===== src/rtl/vram_scanout_if.sv =====
// Bus between the scanout engine, the VRAM read port and the VGA DAC.
// The master drives addresses and pixels; the slave supplies read data and consumes video.
interface vram_scanout_if;
    logic [31:0] gpu_address;
    logic [7:0]  vram_out;
    logic [7:0]  vga_r;
    logic [7:0]  vga_g;
    logic [7:0]  vga_b;
    logic        hsync;
    logic        vsync;
    logic        blank_n;
    logic        frame_start;

    modport master (
        output gpu_address,
        input  vram_out,
        output vga_r,
        output vga_g,
        output vga_b,
        output hsync,
        output vsync,
        output blank_n,
        output frame_start
    );

    modport slave (
        input  gpu_address,
        output vram_out,
        input  vga_r,
        input  vga_g,
        input  vga_b,
        input  hsync,
        input  vsync,
        input  blank_n,
        input  frame_start
    );
endinterface


===== src/rtl/vram_scanout.sv =====
// VGA raster generator that streams a grayscale image out of VRAM.
// A running address pointer walks the image; one registered output stage aligns RGB with sync/blank.
module vram_scanout #(
    parameter int          CLK_DIV   = 2,
    parameter int          H_ACTIVE  = 640,
    parameter int          H_FP      = 16,
    parameter int          H_SYNC    = 96,
    parameter int          H_BP      = 48,
    parameter int          V_ACTIVE  = 480,
    parameter int          V_FP      = 10,
    parameter int          V_SYNC    = 2,
    parameter int          V_BP      = 33,
    parameter int          IMG_W     = 256,
    parameter int          IMG_H     = 256,
    parameter logic [31:0] BASE_ADDR = 32'h0
) (
    input logic             clk,
    input logic             reset,
    vram_scanout_if.master  bus
);
    localparam int H_TOTAL = H_ACTIVE + H_FP + H_SYNC + H_BP;
    localparam int V_TOTAL = V_ACTIVE + V_FP + V_SYNC + V_BP;
    localparam int DW      = (CLK_DIV > 2) ? $clog2(CLK_DIV) : 1;
    localparam int HW      = $clog2(H_TOTAL + 1);
    localparam int VW      = $clog2(V_TOTAL + 1);

    localparam logic [DW-1:0] DIV_LAST = DW'(CLK_DIV - 1);
    localparam logic [HW-1:0] H_LAST   = HW'(H_TOTAL - 1);
    localparam logic [HW-1:0] H_ACT_C  = HW'(H_ACTIVE);
    localparam logic [HW-1:0] H_SS_C   = HW'(H_ACTIVE + H_FP);
    localparam logic [HW-1:0] H_SE_C   = HW'(H_ACTIVE + H_FP + H_SYNC);
    localparam logic [HW-1:0] IMG_W_C  = HW'(IMG_W);
    localparam logic [VW-1:0] V_LAST   = VW'(V_TOTAL - 1);
    localparam logic [VW-1:0] V_ACT_C  = VW'(V_ACTIVE);
    localparam logic [VW-1:0] V_SS_C   = VW'(V_ACTIVE + V_FP);
    localparam logic [VW-1:0] V_SE_C   = VW'(V_ACTIVE + V_FP + V_SYNC);
    localparam logic [VW-1:0] IMG_H_C  = VW'(IMG_H);

    logic [DW-1:0] div_cnt_q, div_cnt_d;
    logic [HW-1:0] h_cnt_q, h_cnt_d;
    logic [VW-1:0] v_cnt_q, v_cnt_d;
    logic [31:0]   addr_q, addr_d;
    logic [7:0]    pix_q, pix_d;
    logic          hs_q, hs_d;
    logic          vs_q, vs_d;
    logic          blank_n_q, blank_n_d;
    logic          frame_start_q, frame_start_d;

    logic tick, h_wrap, v_wrap, frame_wrap;
    logic active, in_img, hs, vs;

    // Stage 0: decode of the current raster position.
    always_comb begin
        tick       = (div_cnt_q == DIV_LAST);
        h_wrap     = (h_cnt_q == H_LAST);
        v_wrap     = (v_cnt_q == V_LAST);
        frame_wrap = h_wrap && v_wrap;
        active     = (h_cnt_q < H_ACT_C) && (v_cnt_q < V_ACT_C);
        in_img     = (h_cnt_q < IMG_W_C) && (v_cnt_q < IMG_H_C);
        hs         = !((h_cnt_q >= H_SS_C) && (h_cnt_q < H_SE_C));
        vs         = !((v_cnt_q >= V_SS_C) && (v_cnt_q < V_SE_C));
    end

    always_comb begin
        div_cnt_d     = tick ? '0 : div_cnt_q + 1'b1;
        h_cnt_d       = h_cnt_q;
        v_cnt_d       = v_cnt_q;
        addr_d        = addr_q;
        pix_d         = pix_q;
        hs_d          = hs_q;
        vs_d          = vs_q;
        blank_n_d     = blank_n_q;
        frame_start_d = tick && frame_wrap;
        if (tick) begin
            h_cnt_d = h_wrap ? '0 : h_cnt_q + 1'b1;
            if (h_wrap) begin
                v_cnt_d = v_wrap ? '0 : v_cnt_q + 1'b1;
            end
            // Image rows are contiguous, so a pointer that only advances inside
            // the window lands on BASE_ADDR + y*IMG_W at the start of each row.
            if (frame_wrap) begin
                addr_d = BASE_ADDR;
            end else if (in_img) begin
                addr_d = addr_q + 32'd1;
            end
            // Address has been stable for CLK_DIV-1 clk, so vram_out belongs to this pixel.
            pix_d     = in_img ? bus.vram_out : 8'h00;
            hs_d      = hs;
            vs_d      = vs;
            blank_n_d = active;
        end
    end

    always_ff @(posedge clk) begin
        if (reset) begin
            div_cnt_q     <= '0;
            h_cnt_q       <= '0;
            v_cnt_q       <= '0;
            addr_q        <= BASE_ADDR;
            pix_q         <= 8'h00;
            hs_q          <= 1'b1;
            vs_q          <= 1'b1;
            blank_n_q     <= 1'b0;
            frame_start_q <= 1'b0;
        end else begin
            div_cnt_q     <= div_cnt_d;
            h_cnt_q       <= h_cnt_d;
            v_cnt_q       <= v_cnt_d;
            addr_q        <= addr_d;
            pix_q         <= pix_d;
            hs_q          <= hs_d;
            vs_q          <= vs_d;
            blank_n_q     <= blank_n_d;
            frame_start_q <= frame_start_d;
        end
    end

    assign bus.gpu_address = addr_q;
    assign bus.vga_r       = pix_q;
    assign bus.vga_g       = pix_q;
    assign bus.vga_b       = pix_q;
    assign bus.hsync       = hs_q;
    assign bus.vsync       = vs_q;
    assign bus.blank_n     = blank_n_q;
    assign bus.frame_start = frame_start_q;
endmodule


===== src/flat_wrapper.sv =====
// flat-port wrapper written by rule: the top's interface ports become plain ports
module vram_scanout_flat 
#(
    parameter int          CLK_DIV   = 2,
    parameter int          H_ACTIVE  = 640,
    parameter int          H_FP      = 16,
    parameter int          H_SYNC    = 96,
    parameter int          H_BP      = 48,
    parameter int          V_ACTIVE  = 480,
    parameter int          V_FP      = 10,
    parameter int          V_SYNC    = 2,
    parameter int          V_BP      = 33,
    parameter int          IMG_W     = 256,
    parameter int          IMG_H     = 256,
    parameter logic [31:0] BASE_ADDR = 32'h0
)
  (clk, reset, bus_gpu_address, bus_vram_out, bus_vga_r, bus_vga_g, bus_vga_b, bus_hsync, bus_vsync, bus_blank_n, bus_frame_start);
  vram_scanout_if bus_i ();
  input logic clk;
  input logic reset;
  output wire logic [$bits(bus_i.gpu_address)-1:0] bus_gpu_address;
  input wire logic [$bits(bus_i.vram_out)-1:0] bus_vram_out;
  output wire logic [$bits(bus_i.vga_r)-1:0] bus_vga_r;
  output wire logic [$bits(bus_i.vga_g)-1:0] bus_vga_g;
  output wire logic [$bits(bus_i.vga_b)-1:0] bus_vga_b;
  output wire logic [$bits(bus_i.hsync)-1:0] bus_hsync;
  output wire logic [$bits(bus_i.vsync)-1:0] bus_vsync;
  output wire logic [$bits(bus_i.blank_n)-1:0] bus_blank_n;
  output wire logic [$bits(bus_i.frame_start)-1:0] bus_frame_start;
  assign bus_gpu_address = bus_i.gpu_address;
  assign bus_i.vram_out = bus_vram_out;
  assign bus_vga_r = bus_i.vga_r;
  assign bus_vga_g = bus_i.vga_g;
  assign bus_vga_b = bus_i.vga_b;
  assign bus_hsync = bus_i.hsync;
  assign bus_vsync = bus_i.vsync;
  assign bus_blank_n = bus_i.blank_n;
  assign bus_frame_start = bus_i.frame_start;
  vram_scanout #(.CLK_DIV(CLK_DIV), .H_ACTIVE(H_ACTIVE), .H_FP(H_FP), .H_SYNC(H_SYNC), .H_BP(H_BP), .V_ACTIVE(V_ACTIVE), .V_FP(V_FP), .V_SYNC(V_SYNC), .V_BP(V_BP), .IMG_W(IMG_W), .IMG_H(IMG_H), .BASE_ADDR(BASE_ADDR)) u_core (.clk(clk), .reset(reset), .bus(bus_i));
endmodule

===== config.mk =====
export PLATFORM = sky130hd
export DESIGN_NAME = vram_scanout_flat
export DESIGN_NICKNAME = d
export VERILOG_FILES = /design/src/rtl/vram_scanout_if.sv /design/src/rtl/vram_scanout.sv /design/src/flat_wrapper.sv
export SDC_FILE = /design/constraint.sdc
export NUM_CORES = 1
export LEC_CHECK = 0
export CAP_MARGIN = 20
export CORE_MARGIN = 4
export CORE_UTILIZATION = 59
export CTS_BUF_LIST = sky130_fd_sc_hd__clkbuf_4 sky130_fd_sc_hd__clkbuf_8
export DETAILED_ROUTE_END_ITERATION = 10
export DONT_BUFFER_PORTS = 1
export PLACE_DENSITY = 0.8
export SYNTH_ARGS = -nofsm -noshare
export SYNTH_HDL_FRONTEND = slang
export SYNTH_SLANG_ARGS = --single-unit

===== constraint.sdc =====
create_clock -name clk -period 2.04 [get_ports clk]
set_clock_uncertainty 0.05 [all_clocks]
set_input_delay 0.306 -clock clk [delete_from_list [all_inputs] [get_ports clk]]
set_output_delay 0.306 -clock clk [all_outputs]
set_load 0.05 [all_outputs]

## Word level (Yosys, flattened, before mapping)

Cells that the tools add are included.

- Input port bits: 10
- Word-level logic and storage cells: 40
- Flip-flop bits (word level): 65

- Magnitude comparators: 8
- Mux-type cells: 5
- Eq/ne operators: 2
- Reduce and logical (&&, ||, !) cells: 12
- Add/subtract/negate cells: 4

Operator list:

| cell | count |
|---|---|
| 2-to-1 mux 32 bit | 2 |
| < comparator 10 x 9 -> 1 bit, second input constant | 4 |
| adder 32 x 1 -> 32 bit, second input constant | 1 |
| adder 10 x 1 -> 10 bit, second input constant | 2 |
| == test 10 bit, second input constant | 2 |
| < comparator 10 bit, second input constant | 2 |
| 2-to-1 mux 10 bit | 2 |
| greater-or-equal comparator 10 bit, second input constant | 1 |
| greater-or-equal comparator 10 x 9 -> 1 bit, second input constant | 1 |
| 2-to-1 mux 8 bit | 1 |
| logical AND 1 bit | 6 |
| AND reduction 2 bit | 2 |
| logical NOT 1 bit | 2 |
| nonzero test 2 bit | 1 |
| OR reduction 2 bit | 1 |
| adder 1 bit, second input constant | 1 |

## Longest topological paths before layout

- Depth in word-level cells: 4
- Mapped depth: 9
- Depth with buffers taken out: 7

## Worst setup path before layout

OpenSTA, ideal clock, no wires.

- Kind: register to register
- Start: register u_core.addr_q[4], in the netlist u_core.bus.gpu_address[4]
- End: register u_core.addr_q[30], in the netlist u_core.bus.gpu_address[30]
- Required time: 1.919 ns
- Buffers on the path: 0
- Arrival time: 2.277 ns
- Stages on the path, launching flop included: 6
- Setup time: 0.071 ns
- Clock period less this slack: 2.397 ns
- Slack: -0.357 ns
- Cell sequence: dfxtp_1 nand4_2 nor4_4 nand4_1 or4_1 a21oi_1

- Word-level cells in the longest chain between the ends: 3

RTL lines:

| what | RTL line | source |
|---|---|---|
| from (decl) | vram_scanout.sv:42 | `logic [31:0] addr_q, addr_d;` |
| from (signal assigned) | vram_scanout.sv:109 | `addr_q <= addr_d;` |
| adder 32 x 1 -> 32 bit | vram_scanout.sv:84 | `addr_d = addr_q + 32'd1;` |
| 2-to-1 mux 32 bit | vram_scanout.sv:83 | `end else if (in_img) begin` |
| 2-to-1 mux 32 bit | vram_scanout.sv:81 | `if (frame_wrap) begin` |

Every way passes these cells. The select of a mux whose other input is x is not followed.
A chain may end at the register's enable or synchronous reset.

## Worst setup path in the final report

- Start: register u_core.v_cnt_q[1]
- End: register u_core.addr_q[22], in the netlist u_core.bus.gpu_address[22]

- Word-level cells in the longest chain between the ends: 4
- Elaborated cells on any way between the ends: 7
- Classes of those cells: 1 x order compare; 1 x eq/ne; 1 x mux; 4 x reduce/logical

RTL lines:

| what | RTL line | source |
|---|---|---|
| from (decl) | vram_scanout.sv:41 | `logic [VW-1:0] v_cnt_q, v_cnt_d;` |
| from (signal assigned) | vram_scanout.sv:108 | `v_cnt_q <= v_cnt_d;` |
| < comparator 10 x 9 -> 1 bit or == test 10 bit (tied branches) | vram_scanout.sv:59, vram_scanout.sv:56 |  |
| logical AND 1 bit (on tied branches) | vram_scanout.sv:59, vram_scanout.sv:57 |  |
| nonzero test 2 bit (no source line) | -- |  |
| AND reduction 2 bit (no source line) | -- |  |

Several ways; a longest one is shown, not always the timed one.

==> out/summary.txt <==
status - finished, violations left
violated checks - setup timing
crit path buf inv count - 3
Yosys warnings - 0
average size of a mapped cell - 8.66 um^2
initial antenna violation count - 0
GRT Util Overall - 26.2%
vias per cell - 6.24
headroom to the max-slew limit - 61.9%
total wire length - 8630 um
Die W - 80.5 um
Starting Density - 60.7%
Worst Path Class, Setup - reg -> reg
Comb pwr share - 10.3%
Vias - 3050
worst hold path depth - 1
Worst-path clk slew - 70 ps
switching share of power - 26.2%
Ant. Diodes - 0
R2R cell count - 9
largest net degree at the start of global routing - 22
pwr dens - 681 nW/um^2
Final Net Count - 429
max-cap violation count - 0
Post-Syn Area - 3100 um^2
synthesized net count - 373
crit path DAT - 2330 ps
Seq/Total Area, Yosys - 42.0%
Crit path largest cell delay - 380 ps
Synth Register Bits - 65
Final period util - 103%
Area Overhead vs Synth - 29.6%
vias in the first global route - 2882
CP endpoint kind - register
Finished Core Util - 78.6%
Port Buf Inserts - 0
Int Power - 2.02 mW
Final Power - 2.73 mW
Max Slew Vio Count - 0
Hold Path End - u_core.v_cnt_q[9]$_SDFFE_PP0P_
Cells after DPL - 467
Iteration-0 DRC Markers - 248
Post-DP Area - 3560 um^2
clock sink total - 65
Place WS - 9.86 ps
CP max stage cell - or3_1
RR Endpoint - u_core.bus.gpu_address[22]$_SDFFE_PP0P_
Die Y - 80.5 um
clock network power share - 42.1%
H-tree depth - 3
P_sw - 0.715 mW
Slew @ Worst Pin - 569 ps
Min-Delay Path Class - in -> reg
FMAX - 476 MHz
final hold viol count - 0
WHS - 6.40 ps
design area - 4020 um^2
DP Wirelength - 5260 um
die footprint - 6480 um^2
First-pass DRT Iterations - 7
global-route wire length before repair - 13200 um
CTS max path bufs - 2
Max IR drop VDD - 0.666 mV
Worst Slack Setup Final - -62.0 ps
RSZ-0062 raised after global routing - true
Num CTS Buffers - 9
TNS Setup - -62.0 ps
Placeable Area - 5110 um^2
Yosys cell types - 40
DRC viols - 0
most frequent cells in the layout - buf_4 (71), dfxtp_1 (44), nor2_1 (37)
crit path launch type - register
CTS root buf - clkbuf_8
CTS tree - yes
reg2reg start - u_core.v_cnt_q[1]$_SDFFE_PP0P_
Worst Min Path Start - reset
Rows - 26
GP Congestion - 0.837
Worst Path Required - 2260 ps
final antenna-violating net count - 0
final setup fails - 1
Seq pwr share - 47.6%
Remaining Overflow, GRT - 0
Cells after Synth - 358
commonest non-fill, non-tap cell in the layout - buf_4
worst skew pair latency - 350 ps
critical-path cell list - inv_2 > ha_4 > nand4b_1 > and4bb_2 > a21oi_4 > buf_12 > buf_4 > or3_1 > a21oi_1
static leakage - 1.54 nW
Boundary Pins - 70
Top Family by Delay on Critical Path - simple AND/OR/NAND/NOR gates
Worst Path Max Fanout - 8
Reg2Reg Setup Slack - -60 ps
WL/cell - 17.6 um
share of layout cells above drive strength 1 - 36.0%
crit path time final - 2100 ps
non-filler cells, final - 489
[cells in the mapped netlist, drive strengths merged]
cell type	n	area [um^2]
xnor2	4	35.0
nor4	4	46.3
a31oi	1	6.26
nor2	37	139
ha	5	62.6
and3	8	50.1
nor4b	1	23.8
or2	1	6.26
dfxtp	65	1300
nand4b	2	17.5
xor2	18	158
or4	11	82.6
a21oi	32	164
a22o	8	70.1
inv	6	22.5
nor3	3	15.0
and4bb	1	12.5
o31ai	10	75.1
nand4	20	131
o41ai	1	8.76
and2	5	31.3
and4	4	35.0
o21ai	16	80.1
nand3b	2	15.0
nand3	17	85.1
o32ai	1	8.76
buf	21	155
o211ai	1	7.51
or3	16	100
nand2	22	82.6
clkbuf	9	33.8
nand2b	6	37.5
[worst max path at each step]
stage	start	slack (ps)	cells past startpoint	to
after detailed placement	u_core.bus.gpu_address[11]$_SDFFE_PP0P_	10	5	u_core.bus.gpu_address[31]$_SDFFE_PP0P_
after floorplan	u_core.bus.gpu_address[11]$_SDFFE_PP0P_	-3	5	u_core.bus.gpu_address[30]$_SDFFE_PP0P_
after CTS	u_core.h_cnt_q[1]$_SDFFE_PP0P_	10	7	u_core.bus.gpu_address[30]$_SDFFE_PP0P_
after global placement	u_core.v_cnt_q[0]$_SDFFE_PP0P_	60	8	u_core.bus.gpu_address[13]$_SDFFE_PP0P_
after global routing	u_core.div_cnt_q$_SDFF_PP0_	-130	7	u_core.bus.gpu_address[22]$_SDFFE_PP0P_
final	u_core.v_cnt_q[1]$_SDFFE_PP0P_	-60	9	u_core.bus.gpu_address[22]$_SDFFE_PP0P_
[what timing repair did]
| action | 4_1_cts | 5_1_grt |
|---|---|---|
| setup endpoints to repair | 2 | 24 |
| cloned | 1 | 1 |
| endpoints found under the hold margin | 7 | 0 |
| hold buffers | 1 | 0 |
| gates resized for setup | 1 | 38 |
| pin swaps | 2 | 27 |
| setup buffers | 1 | 2 |
[power groups by stage]
| stage | clock network [mW] | registers (mW) | logic [mW] |
|---|---|---|---|
| CTS | 1.15 | 1.30 | 0.266 |
| global route | 1.21 | 1.30 | 0.296 |
| global placement | 0 | 1.33 | 0.244 |
| detailed placement | 0 | 1.33 | 0.249 |
| floorplan | 0 | 1.38 | 0.165 |
| finish | 1.15 | 1.30 | 0.282 |
[registers in the layout, summed over array words and instances (netlist names)]
signal                  cells
u_core.bus.vsync            1
u_core.bus.frame_start      1
u_core.bus.gpu_address     32
u_core.bus.vga_b            8
u_core.h_cnt_q             10
u_core.div_cnt_q            1
u_core.v_cnt_q             10
u_core.bus.blank_n          1
u_core.bus.hsync            1
[metal layers]
metal,global-route usage [%],wire [um],up-vias
met1,29.5,3360,1452
met4,15.5,368,0
met5,0,0,-
met3,6.95,648,42
li1,-,-,1396
met2,44.3,4250,160
[kinds of logic after synthesis]
group	count (synthesis)	synth area share, %
adders and majority gates	5	2.02
and+or+nand+nor	160	29.4
DFF	65	42.0
buffers and inverters	36	6.82
xor gates and xnor gates	22	6.22
AOI/OAI and AO/OA	70	13.6
[layout make-up]
class	instances	area, um^2
multi-input cells	257	1740
well taps	70	87.6
repair buffers	75	621
flip-flops and latches	65	1340
clock inverters	3	40.0
clock buffers	13	166
inverters	6	22.5
fillers	329	1090
Note: power is estimated with default switching activity, not from simulation.
